--- config.mk ---
export PLATFORM = sky130hd
export DESIGN_NAME = microsequencer
export DESIGN_NICKNAME = d
export VERILOG_FILES = /design/src/rtl/microsequencer.sv
export SDC_FILE = /design/constraint.sdc
export NUM_CORES = 1
export LEC_CHECK = 0
export ABC_AREA = 1
export CAP_MARGIN = 20
export CORE_MARGIN = 2
export CORE_UTILIZATION = 31
export CTS_CLUSTER_DIAMETER = 200
export DETAILED_ROUTE_END_ITERATION = 10
export HOLD_SLACK_MARGIN = 0.05
export MAX_ROUTING_LAYER = met4
export PLACE_DENSITY = 0.86
export SLEW_MARGIN = 20
export SYNTH_ARGS = -nofsm -noshare
export SYNTH_HDL_FRONTEND = slang
export SYNTH_SLANG_ARGS = --single-unit
--- constraint.sdc ---
create_clock -name clk -period 2.8 [get_ports clk]
set_input_delay 0.28 -clock clk [delete_from_list [all_inputs] [get_ports clk]]
set_output_delay 0.28 -clock clk [all_outputs]
set_load 0.005 [all_outputs]
--- src/rtl/microsequencer.sv ---
// Microinstruction sequencer: T-state counter, hard-wired fetch steps, ROM pass-through,
// run/halt/single-step/wait pacing. Optional instruction counter via MICROSEQUENCER_ICOUNT_EN.
module microsequencer #(
  parameter int unsigned TBITS     = 3,
  parameter bit          START_RUN = 1'b1
) (
  input  logic                 clk,
  input  logic                 reset_bar,
  input  logic [7:0]           opcode,
  input  logic [15:0]          urom_data,
  input  logic                 run,
  input  logic                 step,
  input  logic                 wait_req,
  output logic [8+TBITS-1:0]   urom_addr,
  output logic [15:0]          uinstr,
  output logic [TBITS-1:0]     tstate,
  output logic                 halted,
`ifdef MICROSEQUENCER_ICOUNT_EN
  output logic [15:0]          icount,
`endif
  output logic                 instr_done
);

  localparam logic [15:0] UI_NOP    = 16'h8000;
  localparam logic [15:0] UI_FETCH0 = 16'h8020;
  localparam logic [15:0] UI_FETCH1 = 16'hB440;

  typedef enum logic {
    ST_HALT = 1'b0,
    ST_RUN  = 1'b1
  } state_t;

  localparam state_t         RESET_STATE = START_RUN ? ST_RUN : ST_HALT;
  localparam logic [TBITS-1:0] T_LAST    = '1;

  state_t           state_q, state_d;
  logic [TBITS-1:0] tstate_q, tstate_d;
  logic             pend_q, pend_d;
  logic             end_of_instr;
  logic             rt;

  always_ff @(posedge clk or negedge reset_bar) begin
    if (!reset_bar) begin
      state_q  <= RESET_STATE;
      tstate_q <= '0;
      pend_q   <= 1'b0;
    end else begin
      state_q  <= state_d;
      tstate_q <= tstate_d;
      pend_q   <= pend_d;
    end
  end

  always_comb begin
    rt           = urom_data[15] & urom_data[11];
    end_of_instr = 1'b0;
    uinstr       = urom_data;
    state_d      = state_q;
    tstate_d     = tstate_q;
    pend_d       = pend_q;
    if (state_q == ST_HALT) begin
      uinstr   = UI_NOP;
      tstate_d = '0;
      if (run) begin
        state_d = ST_RUN;
        pend_d  = 1'b0;
      end else if (step) begin
        state_d = ST_RUN;
        pend_d  = 1'b1;
      end
    end else if (wait_req) begin
      uinstr = UI_NOP;
    end else begin
      if (tstate_q == TBITS'(0)) begin
        uinstr = UI_FETCH0;
      end else if (tstate_q == TBITS'(1)) begin
        uinstr = UI_FETCH1;
      end
      // RT is only meaningful once the ROM word is actually being issued (T>=2)
      end_of_instr = ((tstate_q >= TBITS'(2)) && rt) || (tstate_q == T_LAST);
      if (end_of_instr) begin
        tstate_d = '0;
        pend_d   = 1'b0;
        if (!run || pend_q) begin
          state_d = ST_HALT;
        end
      end else begin
        tstate_d = tstate_q + TBITS'(1);
      end
    end
  end

  assign urom_addr  = {opcode, tstate_q - TBITS'(2)};
  assign tstate     = tstate_q;
  assign halted     = (state_q == ST_HALT);
  assign instr_done = end_of_instr;

`ifdef MICROSEQUENCER_ICOUNT_EN
  logic [15:0] icount_q;

  always_ff @(posedge clk or negedge reset_bar) begin
    if (!reset_bar) begin
      icount_q <= '0;
    end else if (end_of_instr) begin
      icount_q <= icount_q + 16'd1;
    end
  end

  assign icount = icount_q;
`endif

endmodule

[Yosys cells after proc, flatten, opt, wreduce, memory -nomap -nowiden]
Cells that the tools add are included.
Widths: inputs -> output; s select.
Word-level totals
  input bits: 29
  logic and storage cells: 39
  flip-flop bits (word level): 5
  output and inout port bits: 32
Cells by class
  add/sub/neg operators: 2
  $lt $le $gt $ge: 1
  reductions and logical operators: 7
  muxes and demuxes: 20
  equality and inequality tests: 4
  bitwise logic cells: 2
Operators with widths (count)
  $mux 16: 4
  $mux 1: 13
  $mux 3: 3
  $add 3x1->3 const B: 1
  $eq 3x1->1 const B: 1
  $eq 3x3->1 const B: 1
  $ge 3x2->1 const B: 1
  $logic_not 3->1: 1
  $reduce_and 3->1: 1
  $reduce_bool 3->1: 1
  $sub 3x2->3 const B: 1
  $logic_or 1x1->1: 2
  $ne 2x1->1 const B: 1
  $ne 2x2->1 const B: 1
  $and 1x1->1: 1
  $logic_and 1x1->1: 1
  $logic_not 1->1: 1
  $not 1->1: 1

[Depth between registers and ports, before layout]
  word-level depth: 6
  gate-level depth with buffers: 9

[Worst setup path after synthesis]
OpenSTA, ideal clock, no wires.
  path type: reg2out
  start point: register tstate_q[0] (netlist: tstate[0])
  end point: output uinstr[15]
  arrival: 1229 ps
  path buffers: 0
  cell stages (with the launch flop): 6
  path slack: 1291 ps
  path through: dfrtp_1 inv_1 ha_1 nand2_1 nand2_4 or3b_1
On the way
  cells in the longest elaborated chain, start to end: 5
  elaborated cells on any way between the ends: 6
  classes of those cells: 1 x eq/ne; 4 x mux; 1 x reduce/logical
Ends and longest elaborated chain
  from (decl): line 37  | logic [TBITS-1:0] tstate_q, tstate_d;
  from (signal assigned): line 49  | tstate_q <= tstate_d;
  $eq 3x1->1: line 76  | end else if (tstate_q == TBITS'(1)) begin
  $mux 16: line 76
  $mux 16 *: line 74  | if (tstate_q == TBITS'(0)) begin
  $mux 16 *: line 71  | end else if (wait_req) begin
  $mux 16 *: line 61  | if (state_q == ST_HALT) begin
  to (decl): line 15  | output logic [15:0] uinstr,
Mark *: on every way between the ends. The rest lies on a longest branch, timed or not.

[Worst setup path after layout]
  start point: register tstate_q[1] (netlist: tstate[1])
  end point: output uinstr[15]
The elaborated chain is that of the path after synthesis.

==> impl_metrics.tcl <==
set metrics [dict create \
    status "finished, final reports clean" \
    synth_top_family_by_area "simple AND/OR/NAND/NOR gates" \
    grt_pass1_vias 552 \
    dieArea_um2 2320 \
    cts_hold_buf 0 \
    power_frac_seq_pct 18.0 \
    cp_slowest_cell "clkdlybuf4s50_1" \
    dpl.cell_count 156 \
    synthToLayoutAreaGrowth_pct 69.4 \
    finalSetupViolCount 0 \
    power_density_nw_per_um2 718 \
    antenna_found_initial 0 \
    synth_compound_area_share_pct 4.96 \
    fmax_mhz 422 \
    yosys.area_share.simple_pct 40.9 \
    crit_path_max_incr_delay_ns 0.45 \
    wl_um 1660 \
    nFillCells 172 \
    grt_max_degree 16 \
    register_area_um2 126 \
    rsz0062_at_grt "false" \
    synth_cell_types 15 \
    cell_internal_pwr_w 0.000446 \
    drv_slew 0 \
    relSlewSlack_pct 78.0 \
    r2r_start "tstate[0]$_DFFE_PN0P_" \
    leakage_nw 0.514 \
    post-route-worst-setup-slack_ns 0.431 \
    worstPathMaxFanout 12 \
    grt_pass1_wl_um 2280 \
    reg2reg_slack_ns 1.42 \
    post-route-drc-count 0 \
    cts_buffers 3 \
    dieHeight_um 48.2 \
    dpl.hpwl_um 1460 \
    dp_slack_ns 0.649 \
    clock_path_buffers 2 \
    start_util_pct 34.0 \
    fin_crit_sh_pct 84.6 \
    ios 61 \
    worst_setup_path_end_kind "primary output" \
    utilization_pct 57.5 \
    cts_htree_levels 1 \
    coreArea_um2 1780 \
    avgSynthCellArea_um2 6.18 \
    tightest_slew_ns 0.330 \
    rows 15 \
    synth_seq_cells 5 \
    vias_per_cell 4.31 \
    rr_worst_depth 9 \
    path_clk_slew_ns 0.04 \
    p_switching_w 0.000291 \
    switching_share_pct 39.5 \
    min_period_ns 2.37 \
    fin_nets 171 \
    postCtsSetupRepairBufs 0 \
    grt.overflow.total 0 \
    crit_type "flop to primary output" \
    tns_ns 0 \
    vias 690 \
    synthAdderAreaFrac_pct 12.4 \
    synth.mux.area_fraction_pct 0 \
    cts.sinks 5 \
    drtPass1Iterations 4 \
    hp-class "input pin to asynchronous set/reset pin" \
    drt_iter0_drc 3 \
    share_comb_of_total_power_pct 71.1 \
    drive_gt1_share_pct 5.93 \
    postRouteAntennaNets 0 \
    multi_input_area_um2 353 \
    cp.required_ns 2.52 \
    place.gp.congestion 0.735 \
    fin_cells 160 \
    ys_warn_count 0 \
    p_clk_share_pct 10.9 \
    root_buffer "clkbuf_4" \
    cts_resized 0 \
    die_x_um 48.2 \
    netlist_area_um2 606 \
    gr-usage-all-layers_pct 14.8 \
    synth-seq-area-share_pct 20.9 \
    wl_per_cell_um 10.4 \
    cts_tree "yes" \
    synth_xor_area_share_pct 0 \
    clock_latency_ns 0.24 \
    r2r_end "tstate[0]$_DFFE_PN0P_" \
    worstPathCellList "inv_1 > ha_1 > nand2_1 > or3b_1 > clkdlybuf4s50_1" \
    num_antenna_cells 0 \
    syn_inst 98 \
    hold_violations 0 \
    portBuffers 44 \
    drv_cap 0 \
    start_kind "flop" \
    ir_worst_vdd_mv 0.358 \
    critPathArrivalTime_ns 2.09 \
    syn-num-nets 133 \
    skew_ns 0.00250 \
]
## flip-flops by register name (all words and copies together) (netlist names)
signal / count
tstate: 3
pend_q: 1
state_q: 1
## cell families (layout without fill, tap and decap cells)
logic type / after synthesis / in the layout
flip-flops: 5 / 5
adder cells (fa/ha/maj): 6 / 6
AND/OR/NAND/NOR: 57 / 57
AO/OA/AOI/OAI: 6 / 6
buffers and inverters: 24 / 61
## power groups by stage
| stage | combinational, W | clock (W) | sequential, W |
|---|---|---|---|
| 4_1_cts | 0.000533 | 0.0000859 | 0.000132 |
| 5_1_grt | 0.000578 | 0.0000916 | 0.000139 |
| 3_5_place_dp | 0.000530 | 0 | 0.000134 |
| 2_1_floorplan | 0.000272 | 0 | 0.000131 |
| 6_report | 0.000524 | 0.0000803 | 0.000132 |
| 3_3_place_gp | 0.000519 | 0 | 0.000132 |
## routing by layer
layer	track usage, %	share of wire (%)	vias up
met5	-	0	-
met4	4.86	0	0
met3	5.19	11	0
met2	29.5	51	34
met1	12.3	38	299
li1	-	-	357
## cell type report
type / count / share of cell area, %
clock buffers: 4 / 2.56
flip-flops and latches: 5 / 12.3
multi-input cells: 69 / 34.4
well taps: 25 / 3.05
repair buffers: 44 / 42.9
inverters: 13 / 4.76
## worst max-delay path: cells and delay by family (launching register included)
family | cells | cell delay (ns)
buf+inv | 2 | 0.56
fa+ha+maj | 1 | 0.24
simple gates | 2 | 0.65
flops | 1 | 0.40
## cells in the mapped netlist, drive strengths merged
library cell	instances	share of area (%)
a21oi	6	5.0
buf	11	13
dfrtp	4	17
dfstp	1	4.3
ha	6	12
inv	13	8.1
nand2	35	23
nand3	2	1.7
nor2	18	14
or2	1	1.0
or3b	1	1.4
## worst max path at each step
stage,startpoint,to,slack (ns),depth (start not counted)
after floorplan,tstate[0]$_DFFE_PN0P_,uinstr[15],1.29,5
after global placement,wait_req,uinstr[15],0.66,5
after detailed placement,wait_req,uinstr[15],0.65,5
after CTS,tstate[1]$_DFFE_PN0P_,uinstr[15],0.41,5
after global routing,tstate[1]$_DFFE_PN0P_,uinstr[15],0.29,5
final,tstate[1]$_DFFE_PN0P_,uinstr[15],0.43,5
## per-stage QoR
step | total power [W] | area [um^2] | hold WS, ns
floorplan | 0.000403 | 606 | -0.0156
global placement | 0.000651 | 1000 | 0.461
detailed placement | 0.000664 | 1000 | 0.474
CTS | 0.000751 | 1030 | 0.256
global route | 0.000809 | 1030 | 0.262
finish | 0.000737 | 1030 | 0.259
## layout by cell type, fill, tap and decap left out
cell type | netlist | routed
a21oi_1 | 6 | 6
nand2_1 | 34 | 34
nand3_1 | 2 | 2
inv_2 | 2 | 2
or2_1 | 1 | 1
inv_1 | 11 | 11
dfrtp_1 | 4 | 4
nand2_4 | 1 | 1
clkbuf_1 | 0 | 1
nor2_8 | 1 | 1
dfstp_2 | 1 | 1
or3b_1 | 1 | 1
clkbuf_4 | 0 | 3
clkdlybuf4s50_1 | 0 | 44
nor2_1 | 17 | 17
ha_1 | 6 | 6
No activity file was read; power rests on OpenSTA's default activity.
